`src/rtl/prbs_pattern_gen_if.sv`:
```
// Valid/ready output stream of the PRBS pattern generator.
// The generator drives data/valid and the downstream detector drives ready.
interface prbs_pattern_gen_if #(
  parameter int OUT_W = 8
);
  logic [OUT_W-1:0] out_data;
  logic             out_valid;
  logic             out_ready;

  modport master (output out_data, output out_valid, input out_ready);
  modport slave  (input  out_data, input  out_valid, output out_ready);
endinterface

```
`src/rtl/prbs_pattern_gen.sv`:
```
// Test-pattern source: a user pattern repeated n times, then prbs_words words of a
// selectable Fibonacci PRBS (7/15/23/31), all on a stallable valid/ready stream.
module prbs_pattern_gen #(
  parameter int          PAT_W = 32,
  parameter int          OUT_W = 8,
  parameter int          CNT_W = 8,
  parameter int          LEN_W = 16,
  parameter logic [30:0] SEED  = 31'h7FFFFFFF
) (
  input  logic                 clk,
  input  logic                 rst,
  input  logic                 start,
  input  logic                 abort,
  input  logic [PAT_W-1:0]     seq,
  input  logic [CNT_W-1:0]     n,
  input  logic [1:0]           mode,
  input  logic [LEN_W-1:0]     prbs_words,
  prbs_pattern_gen_if.master   strm,
  output logic                 busy,
  output logic                 done
);

  localparam int W     = PAT_W / OUT_W;
  localparam int IDX_W = (W > 1) ? $clog2(W) : 1;
  localparam logic [IDX_W-1:0] LAST_IDX = IDX_W'(W - 1);

  typedef enum logic [1:0] {
    S_IDLE,
    S_PAT,
    S_PRBS
  } state_t;

  typedef struct packed {
    logic [30:0]      lfsr;
    logic [OUT_W-1:0] word;
  } prbs_step_t;

  function automatic logic [30:0] len_mask(input logic [1:0] m);
    logic [30:0] msk;
    case (m)
      2'd0:    msk = 31'h0000007F;
      2'd1:    msk = 31'h00007FFF;
      2'd2:    msk = 31'h007FFFFF;
      default: msk = 31'h7FFFFFFF;
    endcase
    return msk;
  endfunction

  // Advance the LFSR OUT_W steps; the first feedback bit lands in the word MSB.
  function automatic prbs_step_t prbs_step(input logic [30:0] s, input logic [1:0] m);
    prbs_step_t r;
    logic       fb;
    r.lfsr = s;
    r.word = '0;
    for (int i = 0; i < OUT_W; i++) begin
      case (m)
        2'd0:    fb = r.lfsr[6]  ^ r.lfsr[5];
        2'd1:    fb = r.lfsr[14] ^ r.lfsr[13];
        2'd2:    fb = r.lfsr[22] ^ r.lfsr[17];
        default: fb = r.lfsr[30] ^ r.lfsr[27];
      endcase
      r.lfsr = {r.lfsr[29:0], fb} & len_mask(m);
      r.word[OUT_W-1-i] = fb;
    end
    return r;
  endfunction

  function automatic logic [OUT_W-1:0] pat_word(input logic [PAT_W-1:0] p,
                                                input logic [IDX_W-1:0] i);
    logic [PAT_W-1:0] sh;
    sh = p << (OUT_W * i);
    return sh[PAT_W-1 -: OUT_W];
  endfunction

  state_t           state;
  logic [PAT_W-1:0] seq_q;
  logic [CNT_W-1:0] n_q;
  logic [1:0]       mode_q;
  logic [LEN_W-1:0] prbs_words_q;
  logic [IDX_W-1:0] idx;
  logic [CNT_W-1:0] rep;
  logic [LEN_W-1:0] prbs_cnt;
  logic [30:0]      lfsr;

  logic             xfer;
  logic [IDX_W-1:0] idx_next;
  logic             pat_last;
  logic             prbs_last;
  logic [30:0]      step_src;
  logic [1:0]       step_mode;
  prbs_step_t       step;

  // NOTE: every signal written in always_comb gets a value on every path (defaults
  // first), otherwise synthesis infers a latch to hold the missing case.
  always_comb begin
    xfer      = strm.out_valid && strm.out_ready;
    idx_next  = (idx == LAST_IDX) ? '0 : idx + 1'b1;
    pat_last  = (idx == LAST_IDX) && (rep == n_q - 1'b1);
    prbs_last = (prbs_cnt == prbs_words_q - 1'b1);
    // In IDLE the first PRBS word comes straight from the freshly masked seed.
    step_src  = lfsr;
    step_mode = mode_q;
    if (state == S_IDLE) begin
      step_src  = SEED & len_mask(mode);
      step_mode = mode;
    end
    step = prbs_step(step_src, step_mode);
  end

  // NOTE: sequential state is assigned with non-blocking (<=) so every register samples
  // the pre-edge values; blocking here would create order-dependent simulation races.
  always_ff @(posedge clk) begin
    if (rst) begin
      state          <= S_IDLE;
      seq_q          <= '0;
      n_q            <= '0;
      mode_q         <= '0;
      prbs_words_q   <= '0;
      idx            <= '0;
      rep            <= '0;
      prbs_cnt       <= '0;
      lfsr           <= SEED;
      strm.out_data  <= '0;
      strm.out_valid <= 1'b0;
      busy           <= 1'b0;
      done           <= 1'b0;
    end else begin
      done <= 1'b0;
      if (abort && (state != S_IDLE)) begin
        // Abort wins over a transfer in the same cycle and never raises done.
        state          <= S_IDLE;
        strm.out_valid <= 1'b0;
        busy           <= 1'b0;
      end else begin
        case (state)
          S_IDLE: begin
            if (start && !abort) begin
              seq_q        <= seq;
              n_q          <= n;
              mode_q       <= mode;
              prbs_words_q <= prbs_words;
              idx          <= '0;
              rep          <= '0;
              prbs_cnt     <= '0;
              lfsr         <= SEED & len_mask(mode);
              if (n != '0) begin
                state          <= S_PAT;
                strm.out_data  <= pat_word(seq, '0);
                strm.out_valid <= 1'b1;
                busy           <= 1'b1;
              end else if (prbs_words != '0) begin
                state          <= S_PRBS;
                strm.out_data  <= step.word;
                lfsr           <= step.lfsr;
                strm.out_valid <= 1'b1;
                busy           <= 1'b1;
              end else begin
                done <= 1'b1;
              end
            end
          end

          S_PAT: begin
            if (xfer) begin
              if (pat_last) begin
                if (prbs_words_q != '0) begin
                  state         <= S_PRBS;
                  strm.out_data <= step.word;
                  lfsr          <= step.lfsr;
                end else begin
                  state          <= S_IDLE;
                  strm.out_valid <= 1'b0;
                  busy           <= 1'b0;
                  done           <= 1'b1;
                end
              end else begin
                idx           <= idx_next;
                strm.out_data <= pat_word(seq_q, idx_next);
                if (idx == LAST_IDX) begin
                  rep <= rep + 1'b1;
                end
              end
            end
          end

          S_PRBS: begin
            if (xfer) begin
              if (prbs_last) begin
                state          <= S_IDLE;
                strm.out_valid <= 1'b0;
                busy           <= 1'b0;
                done           <= 1'b1;
              end else begin
                prbs_cnt      <= prbs_cnt + 1'b1;
                strm.out_data <= step.word;
                lfsr          <= step.lfsr;
              end
            end
          end

          default: begin
            state          <= S_IDLE;
            strm.out_valid <= 1'b0;
            busy           <= 1'b0;
          end
        endcase
      end
    end
  end

endmodule
```
`src/flat_wrapper.sv`:
```
// flat-port wrapper written by rule: the top's interface ports become plain ports
module prbs_pattern_gen_flat 
#(
  parameter int          PAT_W = 32,
  parameter int          OUT_W = 8,
  parameter int          CNT_W = 8,
  parameter int          LEN_W = 16,
  parameter logic [30:0] SEED  = 31'h7FFFFFFF
)
  (clk, rst, start, abort, seq, n, mode, prbs_words, busy, done, strm_out_data, strm_out_valid, strm_out_ready);
  prbs_pattern_gen_if #(.OUT_W(OUT_W)) strm_i ();
  input  logic clk;
  input  logic rst;
  input  logic start;
  input  logic abort;
  input  logic [PAT_W-1:0] seq;
  input  logic [CNT_W-1:0] n;
  input  logic [1:0] mode;
  input  logic [LEN_W-1:0] prbs_words;
  output logic busy;
  output logic done;
  output wire logic [$bits(strm_i.out_data)-1:0] strm_out_data;
  output wire logic [$bits(strm_i.out_valid)-1:0] strm_out_valid;
  input wire logic [$bits(strm_i.out_ready)-1:0] strm_out_ready;
  assign strm_out_data = strm_i.out_data;
  assign strm_out_valid = strm_i.out_valid;
  assign strm_i.out_ready = strm_out_ready;
  prbs_pattern_gen #(.PAT_W(PAT_W), .OUT_W(OUT_W), .CNT_W(CNT_W), .LEN_W(LEN_W), .SEED(SEED)) u_core (.clk(clk), .rst(rst), .start(start), .abort(abort), .seq(seq), .n(n), .mode(mode), .prbs_words(prbs_words), .strm(strm_i), .busy(busy), .done(done));
endmodule
```
`config.mk`:
```
export PLATFORM = sky130hd
export DESIGN_NAME = prbs_pattern_gen_flat
export DESIGN_NICKNAME = d
export VERILOG_FILES = /design/src/rtl/prbs_pattern_gen_if.sv /design/src/rtl/prbs_pattern_gen.sv /design/src/flat_wrapper.sv
export SDC_FILE = /design/constraint.sdc
export NUM_CORES = 1
export LEC_CHECK = 0
export BUFFER_PORTS_ARGS = -buffer_cell sky130_fd_sc_hd__buf_2
export CAP_MARGIN = 20
export CORE_UTILIZATION = 50
export CTS_CLUSTER_SIZE = 40
export DETAILED_ROUTE_END_ITERATION = 12
export GPL_TIMING_DRIVEN = 0
export PLACE_DENSITY = 0.68
export SYNTH_ARGS = -nofsm -noshare
export SYNTH_HDL_FRONTEND = slang
export SYNTH_SLANG_ARGS = --single-unit
export TNS_END_PERCENT = 100
```
`constraint.sdc`:
```
create_clock -name clk -period 5.55 [get_ports clk]
set_clock_uncertainty 0.2 [all_clocks]
set_input_delay 0.2775 -clock clk [delete_from_list [all_inputs] [get_ports clk]]
set_output_delay 0.2775 -clock clk [all_outputs]
set_load 0.01 [all_outputs]
```
After elaboration in Yosys (flattened, before gate mapping)
Cells that the tools add are included.
{"block": "totals", "wordCells": 175, "regBits": 127, "ramBits": 0, "latch_bits": 0, "memories": 0, "rom_bits": 0}
{"block": "classes", "multipliers": 0, "n_eq_ne": 21, "n_reduce_logical": 24, "muxes": 71, "div": 0, "addsub": 5, "shift": 1, "n_bitwise": 41, "order_cmp": 0}
{"op": "$mux 31", "count": 9}
{"op": "$pmux 31 s3", "count": 3}
{"op": "$and 31x31->31", "count": 8}
{"op": "$mux 8", "count": 12}
{"op": "$mux 16", "count": 3}
{"op": "$pmux 16 s2", "count": 1}
{"op": "$reduce_bool 16->1", "count": 2}
{"op": "$shl 32x5->32", "count": 1}
{"op": "$xor 1x1->1", "count": 32}
{"op": "$pmux 1 s3", "count": 10}
{"op": "$mux 2", "count": 13}
{"op": "$pmux 8 s3", "count": 1}
{"op": "$add 16x1->16 const B", "count": 1}
{"op": "$eq 16x16->1", "count": 1}
{"op": "$mux 1", "count": 16}
{"op": "$pmux 8 s2", "count": 1}
{"op": "$reduce_and 8->1", "count": 2}
{"op": "$sub 16x1->16 const B", "count": 1}
{"op": "$ne 2x1->1 const B", "count": 6}
{"op": "$reduce_and 6->1", "count": 2}
{"op": "$reduce_and 5->1", "count": 2}
{"op": "$add 8x1->8 const B", "count": 1}
{"op": "$eq 2x2->1 const B", "count": 4}
{"op": "$eq 8x8->1", "count": 1}
{"op": "17 further kinds", "count": 30}

Logic depth before layout (Yosys ltp)
Gate-level depths: netlist (run 1).
{"block": "logic_depth", "depth_word": 31, "depth_mapped": 14, "mapped_depth_nobuf": 10}

Worst setup path before layout (run 1)
Ideal clock, no wire load.
{"block": "synth_timing", "kind": "register to register", "startpoint": "register u_core.prbs_words_q[0]", "endpoint": "register u_core.prbs_cnt[1]", "arrival_ps": 2670, "synth_period_minus_slack_ps": 2998, "stages_incl_launch_ff": 15, "path_buffers": 4, "setup_slack_ps": 2552, "cell_sequence": "dfxtp_1 -> clkbuf_1 -> inv_1 -> ha_1 -> or4b_1 -> clkbuf_1 -> nor2_1 -> o211ai_1 -> a2111oi_2 -> nand4_4 -> nand2_4 -> buf_6 -> buf_8 -> mux2i_1 -> nor2_1"}
{"block": "synth_between", "elab_chain_len": 4}
{"item": "start, declared", "line": "prbs_pattern_gen.sv:79", "rtl": "logic [LEN_W-1:0] prbs_words_q;"}
{"item": "start signal, assigned", "line": "prbs_pattern_gen.sv:141", "rtl": "prbs_words_q <= prbs_words;"}
{"item": "$sub 16x1->16", "line": "prbs_pattern_gen.sv:99", "rtl": "prbs_last = (prbs_cnt == prbs_words_q - 1'b1);"}
{"item": "$eq 16x16->1", "line": "prbs_pattern_gen.sv:99"}
{"item": "$ne 2x2->1 (no line)"}
{"item": "$reduce_and 5->1 (no line)"}
{"item": "end signal, assigned", "line": "prbs_pattern_gen.sv:194", "rtl": "prbs_cnt <= prbs_cnt + 1'b1;"}
{"item": "end, declared", "line": "prbs_pattern_gen.sv:82", "rtl": "logic [LEN_W-1:0] prbs_cnt;"}
No other way between the ends.
A chain may end at the register's enable or synchronous reset.

Worst setup path in the final report (run 1)
{"block": "layout_timing", "startpoint": "register u_core.prbs_words_q[0]", "endpoint": "register u_core.done"}
{"block": "layout_between", "elab_chain_len": 5, "elab_cells_between_ends": 9, "classes_between": "add/sub (1); eq/ne (1); mux (6); reduce/logical (1)"}
{"item": "$sub 16x1->16 or $reduce_bool 16->1 (tied branches)", "line": "prbs_pattern_gen.sv:99, prbs_pattern_gen.sv:166"}
{"item": "$eq 16x16->1 or $mux 1 (tied branches)", "line": "prbs_pattern_gen.sv:99, prbs_pattern_gen.sv:166"}
{"item": "$mux 1 (on tied branches)", "line": "prbs_pattern_gen.sv:188, prbs_pattern_gen.sv:165"}
{"item": "$mux 1 (on tied branches)", "line": "prbs_pattern_gen.sv:187, prbs_pattern_gen.sv:164"}
{"item": "$pmux 1 s3 *", "line": "prbs_pattern_gen.sv:135", "rtl": "case (state)"}
{"item": "end signal, assigned", "line": "prbs_pattern_gen.sv:128", "rtl": "done <= 1'b0;"}
{"item": "end signal, assigned", "line": "prbs_pattern_gen.sv:158", "rtl": "done <= 1'b1;"}
{"item": "end signal, assigned", "line": "prbs_pattern_gen.sv:192", "rtl": "done <= 1'b1;"}
{"item": "end, declared", "line": "prbs_pattern_gen.sv:20", "rtl": "output logic done"}
Mark *: on every way between the ends. The rest lies on a longest branch, timed or not.

==> results of run 1 <==
[routing by layer]
metal / up-vias / routed length, um / track usage, %
li1: 3604 / - / -
met1: 3360 / 9840 / 39.45
met2: 205 / 9902 / 48.10
met3: 25 / 1057 / 5.762
met4: 0 / 289 / 8.537
met5: - / 0 / 0
[tightest hold or removal path, cell delays in order]
cell      delay (ns)
buf_2           0.12
nand4_1         0.11
a211oi_1        0.11
[layout make-up]
type | count | share of cell area [%]
clock buffers | 17 | 4.711
well taps | 180 | 2.494
clock inverters | 15 | 1.483
plain buffers | 66 | 3.450
repair buffers | 132 | 10.56
flip-flops and latches | 127 | 28.16
inverters | 18 | 0.7482
multi-input cells | 726 | 48.40
[metrics by stage]
step	setup slack, ns	total power, W	util (%)
after floorplan	2.552	0.002194	-
after global placement	2.015	0.002530	56.13
after detailed placement	2.029	0.002541	56.13
after CTS	2.001	0.003646	64.25
after global routing	1.737	0.003864	64.31
final	1.979	0.003663	64.31
[Yosys cell counts (7+ instances only)]
library cell,n
nand2_1,153
dfxtp_1,127
a21oi_1,123
nor2_1,98
clkbuf_1,45
xnor2_1,35
o21ai_0,33
xor2_1,31
nor3_1,24
a211oi_1,19
inv_1,18
nand4_1,15
nand3_1,13
o211ai_1,11
or3_1,11
mux2i_1,10
nor2b_1,10
ha_1,9
mux4_2,9
and2_1,8
a31oi_1,7
nor4_1,7
o31ai_1,7
[power by group through the flow]
| stage | clock [W] | sequential (W) | combinational [W] |
|---|---|---|---|
| 2_1_floorplan | 0 | 0.00122 | 0.000974 |
| 3_3_place_gp | 0 | 0.00125 | 0.00128 |
| 3_5_place_dp | 0 | 0.00126 | 0.00128 |
| 4_1_cts | 0.00108 | 0.00124 | 0.00133 |
| 5_1_grt | 0.00113 | 0.00126 | 0.00147 |
| 6_report | 0.00107 | 0.00124 | 0.00135 |
[cell families (layout without fill, tap and decap cells)]
family | count (synthesis) | count (layout) | share of synthesized area, %
and+or+nand+nor | 382 | 382 | 25.02
AOI/OAI and AO/OA | 249 | 249 | 20.99
DFF | 127 | 127 | 34.87
buffers and inverters | 84 | 248 | 5.199
xor gates and xnor gates | 67 | 67 | 8.236
muxes | 19 | 19 | 4.152
adders and majority gates | 9 | 9 | 1.544
[state kept, by name, summed over array words and instances (netlist names)]
signal	flops
u_core.prbs_cnt	16
u_core.done	1
u_core.n_q	8
u_core.seq_q	32
u_core.mode_q	2
u_core.state	2
u_core.idx	2
u_core.rep	8
u_core.prbs_words_q	16
u_core.strm.out_data	8
u_core.strm.out_valid	1
u_core.lfsr	31
[repair_timing]
action | CTS | global route
endpoints found under the setup margin | 0 | 0
hold buffers | 58 | 0
buffers inserted | 0 | 0
hold endpoints to repair | 58 | 0
[worst max path at each step]
stage,cells after the start,slack [ns],startpoint,endpoint
after global placement,11,2.01,u_core.prbs_words_q[0]$_SDFFE_PP0P_,u_core.done$_SDFF_PP0_
after floorplan,14,2.55,u_core.prbs_words_q[0]$_SDFFE_PP0P_,u_core.prbs_cnt[1]$_SDFFE_PP0P_
after detailed placement,13,2.03,u_core.prbs_words_q[0]$_SDFFE_PP0P_,u_core.prbs_cnt[1]$_SDFFE_PP0P_
after CTS,12,2.00,u_core.prbs_words_q[0]$_SDFFE_PP0P_,u_core.strm.out_data[6]$_SDFFE_PP0P_
final,11,1.98,u_core.prbs_words_q[0]$_SDFFE_PP0P_,u_core.done$_SDFF_PP0_
after global routing,11,1.74,u_core.prbs_words_q[0]$_SDFFE_PP0P_,u_core.done$_SDFF_PP0_
==> flow_summary_export.csv, run 1 <==
group,metric,value,unit
logic_synthesis,ys_ff_latch,127,
timing,fin_crit,3.571,ns
final_layout,layout-drive-gt1-share,13.81,%
floorplanning,die_x,122.8,um
setup_path,required,5.63,ns
placement,place.gp.congestion,0.9201,
min_path,hold_depth,3,
route,ant_nets,0,
grt,grtUsageTotal,29.52,%
cts,clockBufferDepth,2,
grt,grt_pass1_wl,34180,um
setup_path,rr_startpoint,"u_core.prbs_words_q[0]$_SDFFE_PP0P_",
logic_synthesis,synthesis.nets,1009,
final_layout,final_nets,1160,
final_layout,antenna_cells,0,
cts,cts-root-buf,"clkbuf_16",
setup_path,crit_buf_inv,2,
placement,dpl.hpwl,14870,um
grt,grt-ovfl-total,0,
cts,cts_tree,"yes",
logic_synthesis,yosys.area.top_type,"dfxtp_1",
logic_synthesis,syn-cell-area,0.007292,mm2
grt,antenna_found_initial,0,
floorplanning,num_rows,43,
setup_path,slowest_delay,0.51,ns
route,via_per_inst,5.616,
cts,cts_sinks,127,
route,firstDrtPassIters,5,
logic_synthesis,synthFlopType,"dfxtp_1",
route,vias,7194,
timing,hold_slack,0.06528,ns
route,wire_per_inst,16.46,um
timing,fmax,280.0,MHz
timing,slew_violations,0,
floorplanning,die_y,122.8,um
pwr,ir_worst_vdd,327.7,uV
timing,fin_crit_sh,64.34,%
logic_synthesis,synth_area_leaders,"dfxtp_1 (35%), a21oi_1 (8.4%), nand2_1 (7.9%)",
logic_synthesis,synth_enable_flop_cells,0,
pwr,p_int,0.002251,W
cts,post_cts_resized,0,
timing,tightest_slew,0.9471,ns
logic_synthesis,yosysSeqAreaShare,34.87,%
status,status,"completed",
pwr,p_leak,3.359,nW
job,max_cap_violations,0,
floorplanning,coreArea,0.01404,mm2
pwr,power.density,405.6,mW/mm2
min_path,holdPathEnd,"u_core.done$_SDFF_PP0_",
route,wirelength,21090,um
floorplanning,ios,74,
route,drcViolationCount,0,
logic_synthesis,yosys_warnings,0,
pwr,power_frac_clock,29.3,%
setup_path,crit_arrival,3.66,ns
setup_path,r2r_cells,11,
setup_path,cpMaxStageDelayCell,"nor4b_1",
setup_path,r2r_setup_slack,1.98,ns
final_layout,layout_commonest_cell,"nand2_1",
pwr,p_sw,0.001412,W
timing,rsz0062_at_grt,"false",
placement,io_buffers,73,
final_layout,multi_input_comb_area,0.004370,mm2
final_layout,area_growth,23.83,%
cts,clk_pin_slew,0.06,ns
final_layout,final_cell_mix,"nand2_1 (153), dfxtp_1 (127), a21oi_1 (123), nor2_1 (98), buf_2 (79)",
setup_path,worstSetupPathType,"register to register",
logic_synthesis,synthCells,937,
cts,htreeDepth,4,
final_layout,seq_area,0.002542,mm2
pwr,netSwitchingFraction,38.54,%
timing,hold_viol_final,0,
logic_synthesis,netlist.area_leader.share,34.87,%
timing,setup_tns,0,ns
min_path,min-delay-path-class,"primary input to register",
final_layout,n_fill_cell,1230,
pwr,p_comb_share,36.8,%
logic_synthesis,async_flop_share,0,%
floorplanning,start_util,51.93,%
setup_path,cp_cell_sequence,"clkbuf_1 -> inv_1 -> ha_1 -> nor4b_1 -> nand3_1 -> xnor2_1 -> a2111oi_2 -> nand4_4 -> o31ai_1 -> nand4_1 -> a211oi_1",
route,drt_iter0_drc,673,
setup_path,startpoint_type,"register",
min_path,min_from,"strm_out_ready",
grt,grt_pass1_vias,6734,
floorplanning,dieArea,0.01507,mm2
grt,grt_max_degree,17,
timing,setup_violations,0,
setup_path,crit_family,"simple AND/OR/NAND/NOR gates",
logic_synthesis,synth.distinct_cells,75,
setup_path,critPathMaxFanout,8,
cts,clock_latency,0.43,ns
setup_path,timing.rr.end,"u_core.done$_SDFF_PP0_",
cts,cts_buffers,17,
pwr,sequentialPowerShare,33.9,%
final_layout,finalNonFillerCells,1281,
logic_synthesis,synth.avg_cell_area,7.782,um2
timing,max-slew-margin-rel,36.48,%
placement,dp.cells,1190,
setup_path,end_kind,"register",
final_layout,stdcell_area,0.009030,mm2
placement,placed_area,0.007883,mm2
Note: power is estimated with default switching activity, not from simulation.
==> inputs of run 2 (changes only) <==
PLACE_DENSITY = 0.71   (was 0.68)
clock period = 3.25 ns   (was 5.55 ns; I/O delays follow)
==> run 2 against run 1 <==
  * Combinational power up 75%
  * Sequential share of layout area down 0.65 points
  * Worst setup slack worse by 1.8 ns
  * Critical path type unchanged
  * Largest cell class unchanged
  * Highest routed layer unchanged
==> flow_summary_export.csv, run 2 (same netlist as run 1, synthesis figures left out) <==
group,metric,value,unit
setup_path,timing.rr.end,"u_core.done$_SDFF_PP0_",
min_path,min-delay-path-class,"primary input to register",
route,drcViolationCount,0,
min_path,hold_depth,4,
cts,cts_tree,"yes",
final_layout,seq_area,0.002544,mm2
route,drt_iter0_drc,583,
grt,grtUsageTotal,29.72,%
route,via_per_inst,5.730,
placement,dp.cells,1190,
final_layout,layout_commonest_cell,"nand2_1",
timing,fmax,324.9,MHz
setup_path,end_kind,"register",
setup_path,startpoint,"u_core.prbs_words_q[6]$_SDFFE_PP0P_",
route,firstDrtPassIters,5,
status,status,"completed",
setup_path,r2r_setup_slack,0.17,ns
floorplanning,ios,74,
cts,clockBufferDepth,2,
floorplanning,die_x,122.8,um
cts,cts_buffers,17,
timing,tightest_slew,0.6999,ns
floorplanning,die_y,122.8,um
final_layout,largest_reg_flops,32,
min_path,min_from,"start",
setup_path,startpoint_type,"register",
cts,cts-root-buf,"clkbuf_16",
final_layout,n_fill_cell,1179,
grt,use_met2,47.37,%
setup_path,crit_arrival,3.20,ns
timing,hold_viol_final,0,
timing,setup_violations,0,
final_layout,layout-drive-gt1-share,15.63,%
min_path,holdPathEnd,"u_core.done$_SDFF_PP0_",
final_layout,area_growth,26.80,%
final_layout,antenna_cells,0,
grt,top_usage_layer,"met2",
timing,fin_crit,3.078,ns
setup_path,worstSetupPathType,"register to register",
cts,htreeDepth,4,
placement,io_buffers,73,
final_layout,finalNonFillerCells,1287,
pwr,p_leak,3.430,nW
floorplanning,start_util,51.93,%
placement,placed_area,0.007883,mm2
floorplanning,coreArea,0.01404,mm2
pwr,power.density,690.4,mW/mm2
grt,met1_usage,38.00,%
final_layout,largest_register,"u_core.seq_q",
setup_path,critPathMaxFanout,8,
final_layout,stdcell_area,0.009246,mm2
pwr,ir_worst_vdd,462.7,uV
grt,grt-ovfl-total,0,
final_layout,multi_input_comb_area,0.004491,mm2
timing,hold_slack,0.03995,ns
grt,grt_pass1_wl,34470,um
grt,antenna_found_initial,0,
placement,dpl.hpwl,14660,um
route,ant_nets,0,
floorplanning,dieArea,0.01507,mm2
timing,slew_violations,0,
cts,clk_pin_slew,0.06,ns
timing,rsz0062_at_grt,"false",
final_layout,top_regs,"u_core.seq_q x32, u_core.lfsr x31",
final_layout,final_nets,1166,
setup_path,rr_startpoint,"u_core.prbs_words_q[6]$_SDFFE_PP0P_",
grt,grtUsageMet3,7.853,%
timing,fin_crit_sh,94.70,%
placement,place.gp.congestion,0.9093,
grt,grt_max_degree,17,
cts,clock_latency,0.43,ns
route,vias,7375,
cts,cts_sinks,127,
floorplanning,num_rows,43,
setup_path,r2r_cells,10,
final_layout,final_cell_mix,"nand2_1 (153), dfxtp_1 (126), a21oi_1 (123), nor2_1 (98), buf_2 (79)",
setup_path,required,3.37,ns
timing,max-slew-margin-rel,53.03,%
grt,grt_pass1_vias,6940,
route,wirelength,21210,um
route,wire_per_inst,16.48,um
job,max_cap_violations,0,
[run 2: cell count changes in the layout (fill, tap and decap cells not counted), moves of 3 or more]
cell	delta
inv_6	-3
a211oi_2	+4
dlygate4sd3_1	+3
a211oi_1	-4
buf_4	+5
clkbuf_1	-3
[run 2: worst max-delay path by stage]
stage | end | slack (ns)
6_report | u_core.done$_SDFF_PP0_ | 0.17
5_1_grt | u_core.prbs_cnt[1]$_SDFFE_PP0P_ | 0.008
4_1_cts | u_core.prbs_cnt[1]$_SDFFE_PP0P_ | 0.07
3_5_place_dp | u_core.strm.out_data[6]$_SDFFE_PP0P_ | -0.24
3_3_place_gp | u_core.done$_SDFF_PP0_ | -0.31
2_1_floorplan | u_core.prbs_cnt[1]$_SDFFE_PP0P_ | 0.25
[run 2: cell type report]
class / count / area share, %
Multi-Input combinational cell: 726 / 48.57
Clock buffer: 20 / 4.831
Sequential cell: 127 / 27.51
Inverter: 18 / 0.7307
Clock inverter: 12 / 1.461
Buffer: 63 / 3.275
Tap cell: 180 / 2.436
Timing Repair Buffer: 141 / 11.19
[run 2: stage by stage]
| step | total power [W] | TNS (ns) | utilization (%) | setup WS, ns |
|---|---|---|---|---|
| 6_report | 0.006384 | 0 | 65.85 | 0.1723 |
| 3_5_place_dp | 0.004318 | -8.597 | 56.13 | -0.2398 |
| 3_3_place_gp | 0.004311 | -10.95 | 56.13 | -0.3088 |
| 5_1_grt | 0.006732 | 0 | 65.85 | 0.007858 |
| 2_1_floorplan | 0.003746 | 0 | - | 0.2525 |
| 4_1_cts | 0.006323 | 0 | 65.13 | 0.06958 |
[run 2: worst max-delay path, stage by stage, from the launching register on]
cell,delay (ns)
dfxtp_1,0.29
buf_2,0.16
nor4_2,0.55
o211ai_1,0.18
o22a_1,0.25
a2111oi_4,0.42
nand4_4,0.22
buf_4,0.19
o31ai_1,0.06
nand4_1,0.15
a211oi_2,0.29
[run 2: power breakdown]
part	switching [W]	internal, W	total [W]	leakage, nW
combinational	0.00137	0.000991	0.00236	2.11
sequential	0.000286	0.00184	0.00212	1.04
clock	0.000745	0.00115	0.00190	0.285
[run 2: timing repair]
| action | CTS | global route |
|---|---|---|
| endpoints found under the hold margin | 62 | 0 |
| gates resized for setup | 11 | 13 |
| hold buffers | 61 | 0 |
| setup buffers | 1 | 5 |
| endpoints found under the setup margin | 54 | 71 |
| pin swaps | 2 | 2 |
[run 2: per-layer routing]
metal	wire, um	part of all wire, %	vias up
li1	-	-	3626
met1	9431	44	3449
met2	9882	47	249
met3	1338	6.3	51
met4	559	2.6	0
met5	0	0	-
